`src/rtl/alu_pkg.sv`:
```
// Shared opcode and state encodings for the iterative shift engine.
package alu_pkg;

  localparam int unsigned SHIFT_OP_WIDTH = 3;

  typedef enum logic [SHIFT_OP_WIDTH-1:0] {
    SHR  = 3'd0,
    SAR  = 3'd1,
    ROR  = 3'd2,
    RCR  = 3'd3,
    SHRD = 3'd4
  } shift_op_e;

  typedef enum logic [1:0] {
    IDLE  = 2'd0,
    SHIFT = 2'd1,
    DONE  = 2'd2
  } shift_state_e;

endpackage

```
`src/rtl/shift_step_unit.sv`:
```
// Combinational single step: shifts data right by k (0..STEP_WIDTH) bits for the given op.
module shift_step_unit
  import alu_pkg::*;
#(
  parameter int unsigned WORD_WIDTH = 32,
  parameter int unsigned STEP_WIDTH = 4,
  parameter int unsigned AMT_WIDTH  = 5
) (
  input  logic [SHIFT_OP_WIDTH-1:0] op_i,
  input  logic [WORD_WIDTH-1:0]     data_i,
  input  logic [WORD_WIDTH-2:0]     fill_i,
  input  logic                      cf_i,
  input  logic [AMT_WIDTH-1:0]      k_i,
  output logic [WORD_WIDTH-1:0]     data_o,
  output logic [WORD_WIDTH-2:0]     fill_o,
  output logic                      cf_o
);

  logic msb_in;

  // Unrolled chain of one-bit steps; only the first k are applied.
  always_comb begin
    data_o = data_i;
    fill_o = fill_i;
    cf_o   = cf_i;
    msb_in = 1'b0;
    for (int unsigned i = 0; i < STEP_WIDTH; i++) begin
      if (AMT_WIDTH'(i) < k_i) begin
        msb_in = 1'b0;
        case (op_i)
          SHR:     msb_in = 1'b0;
          SAR:     msb_in = data_o[WORD_WIDTH-1];
          ROR:     msb_in = data_o[0];
          RCR:     msb_in = cf_o;
          SHRD:    msb_in = fill_o[0];
          default: msb_in = 1'b0;
        endcase
        cf_o   = data_o[0];
        data_o = {msb_in, data_o[WORD_WIDTH-1:1]};
        if (op_i == SHRD) begin
          fill_o = {1'b0, fill_o[WORD_WIDTH-2:1]};
        end
      end
    end
  end

endmodule

```
`src/rtl/multicycle_shift_block.sv`:
```
// Iterative right-shift/rotate engine with valid/ready handshake and registered result/flags.
module multicycle_shift_block
  import alu_pkg::*;
#(
  parameter int unsigned WORD_WIDTH = 32,
  parameter int unsigned STEP_WIDTH = 4
) (
  input  logic                      clk_i,
  input  logic                      rst_i,
  input  logic                      valid_i,
  output logic                      ready_o,
  input  logic [SHIFT_OP_WIDTH-1:0] op_i,
  input  logic [WORD_WIDTH-1:0]     a_i,
  input  logic [WORD_WIDTH-1:0]     b_i,
  input  logic [WORD_WIDTH-2:0]     c_i,
  input  logic                      cf_i,
  output logic                      valid_o,
  input  logic                      ready_i,
  output logic [WORD_WIDTH-1:0]     r_o,
  output logic                      cf_o,
  output logic                      zf_o,
  output logic                      of_o,
  output logic                      pf_o,
  output logic                      sf_o,
  output logic                      ill_o
);

  localparam int unsigned AMT_WIDTH = $clog2(WORD_WIDTH);
  localparam int unsigned AMT_W1    = AMT_WIDTH + 1;

  shift_state_e state_q, state_d;
  logic [SHIFT_OP_WIDTH-1:0] op_q, op_d;
  logic [WORD_WIDTH-1:0]     data_q, data_d;
  logic [WORD_WIDTH-2:0]     fill_q, fill_d;
  logic                      ring_cf_q, ring_cf_d;
  logic [AMT_WIDTH-1:0]      rem_q, rem_d;
  logic                      a_msb_q, a_msb_d;

  logic                      ready_q, ready_d;
  logic                      valid_q, valid_d;
  logic [WORD_WIDTH-1:0]     r_q, r_d;
  logic                      cf_out_q, cf_out_d;
  logic                      zf_q, zf_d, of_q, of_d, pf_q, pf_d, sf_q, sf_d;
  logic                      ill_q, ill_d;

  logic [AMT_WIDTH-1:0]      step_k;
  logic [WORD_WIDTH-1:0]     step_data;
  logic [WORD_WIDTH-2:0]     step_fill;
  logic                      step_cf;

  logic                      load_res;
  logic [WORD_WIDTH-1:0]     res_c;
  logic                      res_cf_c, res_ill_c, res_amsb_c;

  logic unused_b;
  assign unused_b = ^b_i[WORD_WIDTH-1:AMT_WIDTH];

  always_comb begin
    if ({1'b0, rem_q} < AMT_W1'(STEP_WIDTH)) step_k = rem_q;
    else                                     step_k = AMT_WIDTH'(STEP_WIDTH);
  end

  shift_step_unit #(
    .WORD_WIDTH(WORD_WIDTH),
    .STEP_WIDTH(STEP_WIDTH),
    .AMT_WIDTH (AMT_WIDTH)
  ) u_step (
    .op_i  (op_q),
    .data_i(data_q),
    .fill_i(fill_q),
    .cf_i  (ring_cf_q),
    .k_i   (step_k),
    .data_o(step_data),
    .fill_o(step_fill),
    .cf_o  (step_cf)
  );

  // Next-state and working-register update; load_res marks entry into DONE.
  always_comb begin
    state_d    = state_q;
    op_d       = op_q;
    data_d     = data_q;
    fill_d     = fill_q;
    ring_cf_d  = ring_cf_q;
    rem_d      = rem_q;
    a_msb_d    = a_msb_q;
    load_res   = 1'b0;
    res_c      = data_q;
    res_cf_c   = ring_cf_q;
    res_ill_c  = 1'b0;
    res_amsb_c = a_msb_q;
    case (state_q)
      IDLE: begin
        if (valid_i) begin
          op_d      = op_i;
          data_d    = a_i;
          fill_d    = c_i;
          ring_cf_d = cf_i;
          rem_d     = b_i[AMT_WIDTH-1:0];
          a_msb_d   = a_i[WORD_WIDTH-1];
          if (b_i[AMT_WIDTH-1:0] == '0 || op_i > SHRD) begin
            state_d    = DONE;
            load_res   = 1'b1;
            res_c      = a_i;
            res_cf_c   = cf_i;
            res_ill_c  = (op_i > SHRD);
            res_amsb_c = a_i[WORD_WIDTH-1];
          end else begin
            state_d = SHIFT;
          end
        end
      end
      SHIFT: begin
        data_d    = step_data;
        fill_d    = step_fill;
        ring_cf_d = step_cf;
        rem_d     = rem_q - step_k;
        if (rem_q == step_k) begin
          state_d    = DONE;
          load_res   = 1'b1;
          res_c      = step_data;
          res_cf_c   = step_cf;
          res_amsb_c = a_msb_q;
        end
      end
      DONE: begin
        if (ready_i) state_d = IDLE;
      end
      default: state_d = IDLE;
    endcase
  end

  // Output registers: results and flags captured once, held until the next completion.
  always_comb begin
    ready_d  = (state_d == IDLE);
    valid_d  = (state_d == DONE);
    r_d      = r_q;
    cf_out_d = cf_out_q;
    zf_d     = zf_q;
    of_d     = of_q;
    pf_d     = pf_q;
    sf_d     = sf_q;
    ill_d    = ill_q;
    if (load_res) begin
      r_d      = res_c;
      cf_out_d = res_cf_c;
      zf_d     = ~|res_c;
      pf_d     = res_c[0];
      sf_d     = res_c[WORD_WIDTH-1];
      of_d     = res_c[WORD_WIDTH-1] ^ res_amsb_c;
      ill_d    = res_ill_c;
    end
  end

  always_ff @(posedge clk_i) begin
    if (rst_i) begin
      state_q   <= IDLE;
      op_q      <= '0;
      data_q    <= '0;
      fill_q    <= '0;
      ring_cf_q <= 1'b0;
      rem_q     <= '0;
      a_msb_q   <= 1'b0;
      ready_q   <= 1'b1;
      valid_q   <= 1'b0;
      r_q       <= '0;
      cf_out_q  <= 1'b0;
      zf_q      <= 1'b0;
      of_q      <= 1'b0;
      pf_q      <= 1'b0;
      sf_q      <= 1'b0;
      ill_q     <= 1'b0;
    end else begin
      state_q   <= state_d;
      op_q      <= op_d;
      data_q    <= data_d;
      fill_q    <= fill_d;
      ring_cf_q <= ring_cf_d;
      rem_q     <= rem_d;
      a_msb_q   <= a_msb_d;
      ready_q   <= ready_d;
      valid_q   <= valid_d;
      r_q       <= r_d;
      cf_out_q  <= cf_out_d;
      zf_q      <= zf_d;
      of_q      <= of_d;
      pf_q      <= pf_d;
      sf_q      <= sf_d;
      ill_q     <= ill_d;
    end
  end

  assign ready_o = ready_q;
  assign valid_o = valid_q;
  assign r_o     = r_q;
  assign cf_o    = cf_out_q;
  assign zf_o    = zf_q;
  assign of_o    = of_q;
  assign pf_o    = pf_q;
  assign sf_o    = sf_q;
  assign ill_o   = ill_q;

endmodule

```
`config.mk`:
```
export PLATFORM = sky130hd
export DESIGN_NAME = multicycle_shift_block
export DESIGN_NICKNAME = d
export VERILOG_FILES = /design/src/rtl/alu_pkg.sv /design/src/rtl/shift_step_unit.sv /design/src/rtl/multicycle_shift_block.sv
export SDC_FILE = /design/constraint.sdc
export NUM_CORES = 1
export LEC_CHECK = 0
export ABC_AREA = 1
export CORE_ASPECT_RATIO = 0.5
export CORE_MARGIN = 5
export CORE_UTILIZATION = 55
export DETAILED_ROUTE_END_ITERATION = 10
export PLACE_DENSITY = 0.82
export SLEW_MARGIN = 40
export SYNTH_ARGS = -nofsm -noshare
export SYNTH_HDL_FRONTEND = slang
export SYNTH_SLANG_ARGS = --single-unit
```
`constraint.sdc`:
```
create_clock -name clk_i -period 3.1 [get_ports clk_i]
set_clock_uncertainty 0.1 [all_clocks]
set_input_delay 0.62 -clock clk_i [delete_from_list [all_inputs] [get_ports clk_i]]
set_output_delay 0.62 -clock clk_i [all_outputs]
set_load 0.02 [all_outputs]
```
==> summary.md <==
| Metric | Value |
|---|---|
| Outcome | finished, final reports clean |
| Layout net count | approximately 1700 |
| Post_cts resized | 0 |
| N_diodes | 0 |
| Clock Path Buffers | 2 |
| R2r setup slk | around 0.091 ns |
| Final ANT Viol Nets | 0 |
| Post-CTS Setup Repair Bufs | 0 |
| First-pass GRT wire length | 52.7 mm |
| Cell Area, Synth | roughly 8700 µm² |
| CP max-delay cell | dfxtp_1 |
| Yosys reg bits | 113 |
| PD cells | 636 nW/µm² |
| Tcrit/Tclk final | 0.971 |
| Slew at the pin with the worst max-slew slack | roughly 0.77 ns |
| CTS buffer count | 17 |
| CTS Hold Bufs | 0 |
| CP Launch Type | flip-flop |
| Total wire length | roughly 32 mm |
| Die width | approximately 190 µm |
| WS Path Type | reg2reg |
| # Max-Cap Violations | 0 |
| Placed instance area | between 10000 and 15000 µm² |
| CORE AREA | 15400 µm² |
| I/O pins | about 140 |
| Switch Pwr | 2950 µW |
| Hold_sp | a_msb_q |
| Via density | 6.03 |
| Die Area | between 15000 and 20000 µm² |
| CTS tree | yes |
| Internal | just over 4000 µW |
| Die height | just under 100 µm |
| Layout cells sized above 1 | 0.101 |
| Final Cell Area | roughly 11000 µm² |
| Max Slew Vio Count | 0 |
| Syn Area/Cell | approximately 6 µm² |
| H-tree depth | 4 |
| Comb power frac | 0.445 |
| Fraction of registers with async set or reset after synthesis | 0 |
| Largest stage delay, worst path | 0.35 ns |
| Fmax | about 330 MHz |
| Syn_nets | between 1500 and 2000 |
| FF-to-FF path depth | 17 |
| Crit-path cells | buf_4, nand2_1, inv_1, nor2_2, inv_1, nand2_1, nand2_1, o21a_1, nand2_1, nand2_1, nor2_1, nand2_1, nor2_1, nand3_1, nor2_1, nand3_1, a21oi_1 |
| Top_reg_cell synth | dfxtp_1 |
| Root Driver | clkbuf_16 |
| Detailed-placement wirelength estimate | 21.9 mm |
| Largest net degree at the start of global routing | a little under 70 |
| Final WS setup | around 0.091 ns |
| Total grt overflow | 0 |
| Synth Warn # | 0 |
| Vias in the first global route | 10200 |
| Yosys cell types | 45 |
| GRT Total Usage | 0.345 |
| FP Rows | 32 |
| Crit path max fanout | 8 |
| RSZ-0062 raised after global routing | yes |
| Antenna violations before repair | 0 |
| Hold Crit Class | reg2reg |
| Min Tclk post-route | about 3 ns |
| Post-synth top area cell | dfxtp_1 |
| Commonest cells in the netlist | nand2_1 (430), inv_1 (136), nand3_1 (134) |
| Crit path DAT | about 3.3 ns |
| Worst Hold End | a_msb_q |
| Starting Density | 0.563 |
| Most common cell in the netlist | nand2_1 |
| Skew-Pair Late Insertion Delay | roughly 0.43 ns |
| LEAKAGE | 0.00540 µW |
| Initial DRT Pass Iterations | 6 |
| Worst VDD drop | roughly 0.47 mV |
| Synth-to-Final Area Change | 26.4% |
| Vias | around 11000 |
| Final Wtd Congestion | about 0.94 |
| Critical path data required time | between 3 and 4 ns |
| Post-Syn Instances | 1433 |
| Power Total | ~7000 µW |
| Crit Reg-Reg Startpoint | rem_q[1] |
| Final Hold Vio Count | 0 |
| Share of the synthesized area in the top cell type | 0.261 |
| Sequential power share | 0.265 |
| Sw Share | 0.423 |
| Clk pin slew, worst setup/hold paths | around 0.06 ns |
| Clock sink total | ~110 |
| Sequential area share after synthesis | 0.261 |
| DR iter-0 viols | 1272 |
| WHS | 0.359 ns |
| Port Buffers | between 100 and 150 |
| CP most frequent cell | nand2_1 |
| Ranking of synthesized cells by area | dfxtp_1 (26%), nand2_1 (19%), nand3_1 (7.7%), o21ai_0 (7.4%), a21oi_1 (6.2%) |
| Wire length per cell | 18.1 µm |
| Final Util | 0.711 |
| Relative slew slack | 0.486 |
| R2r endpoint | zf_o |
| Post-synth EDFFs | 0 |
| Setup Viol. Count Final | 0 |
| Remaining DRCs | 0 |
| Clk pwr share | 0.290 |
| Critical Path End Type | flip-flop |
| Hold depth | 2 |
| Dpl ws | -0.314 ns |
## cell families after synthesis
| group | after synthesis | synth area share |
|---|---|---|
| multiplexers | 48 | 0.0556 |
| adder cells (fa/ha/maj) | 1 | 0.00144 |
| other | 1 | 0.000432 |
| buffers and inverters | 245 | 0.118 |
| AO/OA/AOI/OAI | 350 | 0.234 |
| flip-flops | 113 | 0.261 |
| AND/OR/NAND/NOR | 675 | 0.330 |
## final cells by class
class,count,area [µm²]
Multi-Input combinational cell,1075,5400
Fill cell,1328,4460
Sequential cell,113,2260
Timing Repair Buffer,202,1890
Inverter,147,558
Clock buffer,18,439
Tap cell,204,255
Clock inverter,14,155
## power groups by stage
stage / registers (µW) / logic (µW) / clock network, µW
finish: 1850 / 3100 / 2020
global route: 1880 / 3410 / 2090
CTS: 1840 / 3020 / 2030
detailed placement: 1870 / 2990 / 0
global placement: 1860 / 2940 / 0
floorplan: 1890 / 1950 / 0
## cell usage in the layout, fill, tap and decap left out, types with 47 or more instances in the layout
| cell type | count |
|---|---|
| a21oi_1 | 108 |
| buf_4 | 80 |
| clkdlybuf4s50_1 | 115 |
| dfxtp_1 | 112 |
| inv_1 | 134 |
| mux2i_1 | 47 |
| nand2_1 | 430 |
| nand3_1 | 134 |
| nor2_1 | 68 |
| o21ai_0 | 128 |
## routing by layer
layer / part of all wire / up-vias / global-route usage / wire (µm)
met2: 0.45 / 642 / 0.569 / 14500
li1: - / 5045 / - / -
met4: 0.033 / 0 / 0.127 / 1070
met5: 0 / - / 0 / 0
met1: 0.41 / 4892 / 0.446 / 13100
met3: 0.11 / 108 / 0.0793 / 3440
## worst max-delay path, delay by kind of cell (launching register included)
| family | cells | cell delay [ns] |
|---|---|---|
| AO/OA/AOI/OAI | 2 | 0.32 |
| flip-flops | 1 | 0.35 |
| buffers and inverters | 3 | 0.59 |
| AND/OR/NAND/NOR | 12 | 1.57 |
## registers in the layout, indices dropped and copies added (netlist names), 2 cells and up
name and cells:
fill_q 31, r_o 32, op_q 3, rem_q 5, state_q 2, data_q 32
## stage by stage
step           instances  setup TNS (ns)
3_3_place_gp        1741          -0.844
4_1_cts             1773               0
5_1_grt             1773         -0.0513
6_report            1773               0
3_5_place_dp        1741           -1.26
2_1_floorplan       1433               0
## worst max-delay path by stage
stage               endpoint  depth (start not counted)  slack (ns)     start
floorplan               zf_o                         13        0.74   op_i[0]
global placement        zf_o                         17       -0.29   op_i[0]
detailed placement      zf_o                         19       -0.31   op_i[0]
CTS                     zf_o                         19         0.1   op_i[0]
global route            zf_o                         17       -0.05  rem_q[1]
finish                  zf_o                         17        0.09  rem_q[1]
(Power assumes the default switching activity.)
==> RTL change, RTL diff (same flow settings) <==
`WORD_WIDTH` is set to 32 in 2 places; all go to 64.
--- a/src/rtl/shift_step_unit.sv
+++ b/src/rtl/shift_step_unit.sv
@@ -2,7 +2,7 @@
 module shift_step_unit
   import alu_pkg::*;
 #(
-  parameter int unsigned WORD_WIDTH = 32,
+  parameter int unsigned WORD_WIDTH = 64,
   parameter int unsigned STEP_WIDTH = 4,
   parameter int unsigned AMT_WIDTH  = 5
 ) (
--- a/src/rtl/multicycle_shift_block.sv
+++ b/src/rtl/multicycle_shift_block.sv
@@ -2,7 +2,7 @@
 module multicycle_shift_block
   import alu_pkg::*;
 #(
-  parameter int unsigned WORD_WIDTH = 32,
+  parameter int unsigned WORD_WIDTH = 64,
   parameter int unsigned STEP_WIDTH = 4
 ) (
   input  logic                      clk_i,
Interface: changed (resized a_i, b_i, c_i and r_o); port bits go from 143 to 271. No check against the original RTL was run, so the function may have changed too.
==> RTL change against the unedited design <==
  * Worst setup slack better by 0.088 ns
  * Routed wire length grew 79%
  * Sequential cell count grew 97
  * Die area increased by 78%
  * Area after synthesis rose by 85%
  * Cell area up 84%
  * Sequential share of layout area up 0.23 points
  * Non-clock buffer count grew 160
  * Power is 85% higher
  * Critical path type unchanged
  * Largest power group unchanged
==> RTL change: results (changes against the unedited design) <==
Global route
  • Largest net degree at the start of global routing: 79 (was 68)
  • Number of global-route vias before repair: 17900 (was 10200)
  • Initial antenna violation count: 1 (was 0)
  • First-pass GRT wire length: 90.3 mm (was 52.7 mm)
  • GRT Overall Usage: 0.329 (was 0.345)

Drt
  • Vias: 19800 (was 10700)
  • DR pass1 iterations: 7 (was 6)
  • Total Wirelength: 57.3 mm (was 32.1 mm)

Worst setup path
  • Slowest stage delay, CP: 0.47 ns (was 0.35 ns)
  • Setup slack, reg-to-reg: 0.18 ns (was 0.09 ns)
  • CP max FO: 14 (was 8)
  • CP Data Arrival Time: 3.28 ns (was 3.27 ns)
  • R2R Path Start: rem_q[4] (was rem_q[1])

Place
  • Gpl congestion: 0.975 (was 0.939)
  • PortBufs: 212 (was 115)
  • DP Wirelength: 38.6 mm (was 21.9 mm)

Power
  • Worst-case vdd ir drop: 0.441 mV (was 0.471 mV)
  • P_leak: 9.48 nW (was 5.40 nW)

Cells and area
  • P&R area growth vs syn: 25.2% (was 26.4%)
  • Layout cells sized above 1: 0.0765 (was 0.101)
  • Fillers: 2557 (was 1328)

Yosys
  • Yosys cell types: 41 (was 45)
  • Most frequent cells after synthesis: nand2_1, inv_1, nand3_1, o21ai_0, a21oi_1 (was nand2_1, inv_1, nand3_1, o21ai_0, dfxtp_1)
  • Syn_nets: 2962 (was 1537)
  • Seq/Total Area, Yosys: 0.261 (about the same)

Clock network
  • CTS Buffer Depth: 3 (was 2)
  • H-tree Lvls: 1 (was 4)
  • Later-pin clock latency in the skew report: 0.53 ns (was 0.43 ns)

Timing
  • Worst slew pin tran: 0.767 ns (was 0.770 ns)

Status
  • Status: finished clean (unchanged)

Worst hold path
  • Worst hold start: data_q[13] (was a_msb_q)
-- RTL change: cell types whose count changed after synthesis, moves of 18 or more --
cell | unedited run | this run
o22ai_1 | 1 | 48
o21ai_0 | 129 | 265
clkbuf_1 | 51 | 112
a21oi_1 | 108 | 215
o211ai_1 | 36 | 97
inv_1 | 136 | 330
dfxtp_1 | 113 | 210
buf_2 | 29 | 51
buf_1 | 6 | 29
nand2_1 | 430 | 791
nor2_1 | 70 | 118
o21ai_1 | 9 | 27
nand3_1 | 134 | 293
-- RTL change: kinds of logic after synthesis --
group / synth area share
simple gates: 0.314
compound gates: 0.264
buf+inv: 0.136
flops: 0.261
mux: 0.0230
fa+ha+maj: 0.000778
other cells: 0.000233
-- RTL change: tightest hold or removal path: stages (launching register included) --
cell     delay, ns
dfxtp_1       0.32
nand2_1       0.06
a21oi_1       0.05
-- RTL change: cell type report --
type                    count  area share
clock buffers              26      0.0296
clock inverters            14      0.0129
inverters                 336      0.0627
multi-input cells        2006       0.485
flip-flops and latches    210       0.209
well taps                 391      0.0243
repair buffers            362       0.177
-- RTL change: per-layer routing --
metal  wire length (µm)  track usage  vias up
met5                  8            0        -
met4               2550        0.142        2
met3               5940       0.0593      195
met2              26200        0.562     1115
met1              22600        0.415     8964
li1                   -            -     9510
-- RTL change: worst min-delay path by stage --
stage | endpoint | slack [ns] | cells past startpoint
floorplan | a_msb_q | 0.34 | 2
CTS | data_q[13] | 0.38 | 2
global route | data_q[13] | 0.41 | 2
detailed placement | a_msb_q | 0.36 | 2
finish | data_q[13] | 0.38 | 2
global placement | a_msb_q | 0.35 | 2
-- RTL change: repair_timing --
| item | 4_1_cts | 5_1_grt |
|---|---|---|
| endpoints found under the setup margin | 0 | 64 |
| resized for setup | 0 | 8 |
| hold endpoints to repair | 0 | 0 |
| setup buffers | 0 | 2 |
-- RTL change: metrics by stage --
stage	power (mW)	worst slack [ns]	hold slack [ns]	area, µm²	cells
floorplan	7.43	0.645	0.341	16100	2762
global placement	9.38	-0.315	0.354	19200	3303
detailed placement	9.48	-0.314	0.362	19200	3303
CTS	12.7	0.0634	0.381	20100	3343
global route	13.7	-0.00924	0.406	20100	3345
finish	12.9	0.178	0.381	20100	3345
-- RTL change: power by group --
| group | switching [mW] | total [mW] | internal, mW |
|---|---|---|---|
| sequential | 0.273 | 3.35 | 3.08 |
| clock | 1.24 | 3.21 | 1.97 |
| combinational | 3.99 | 6.33 | 2.34 |
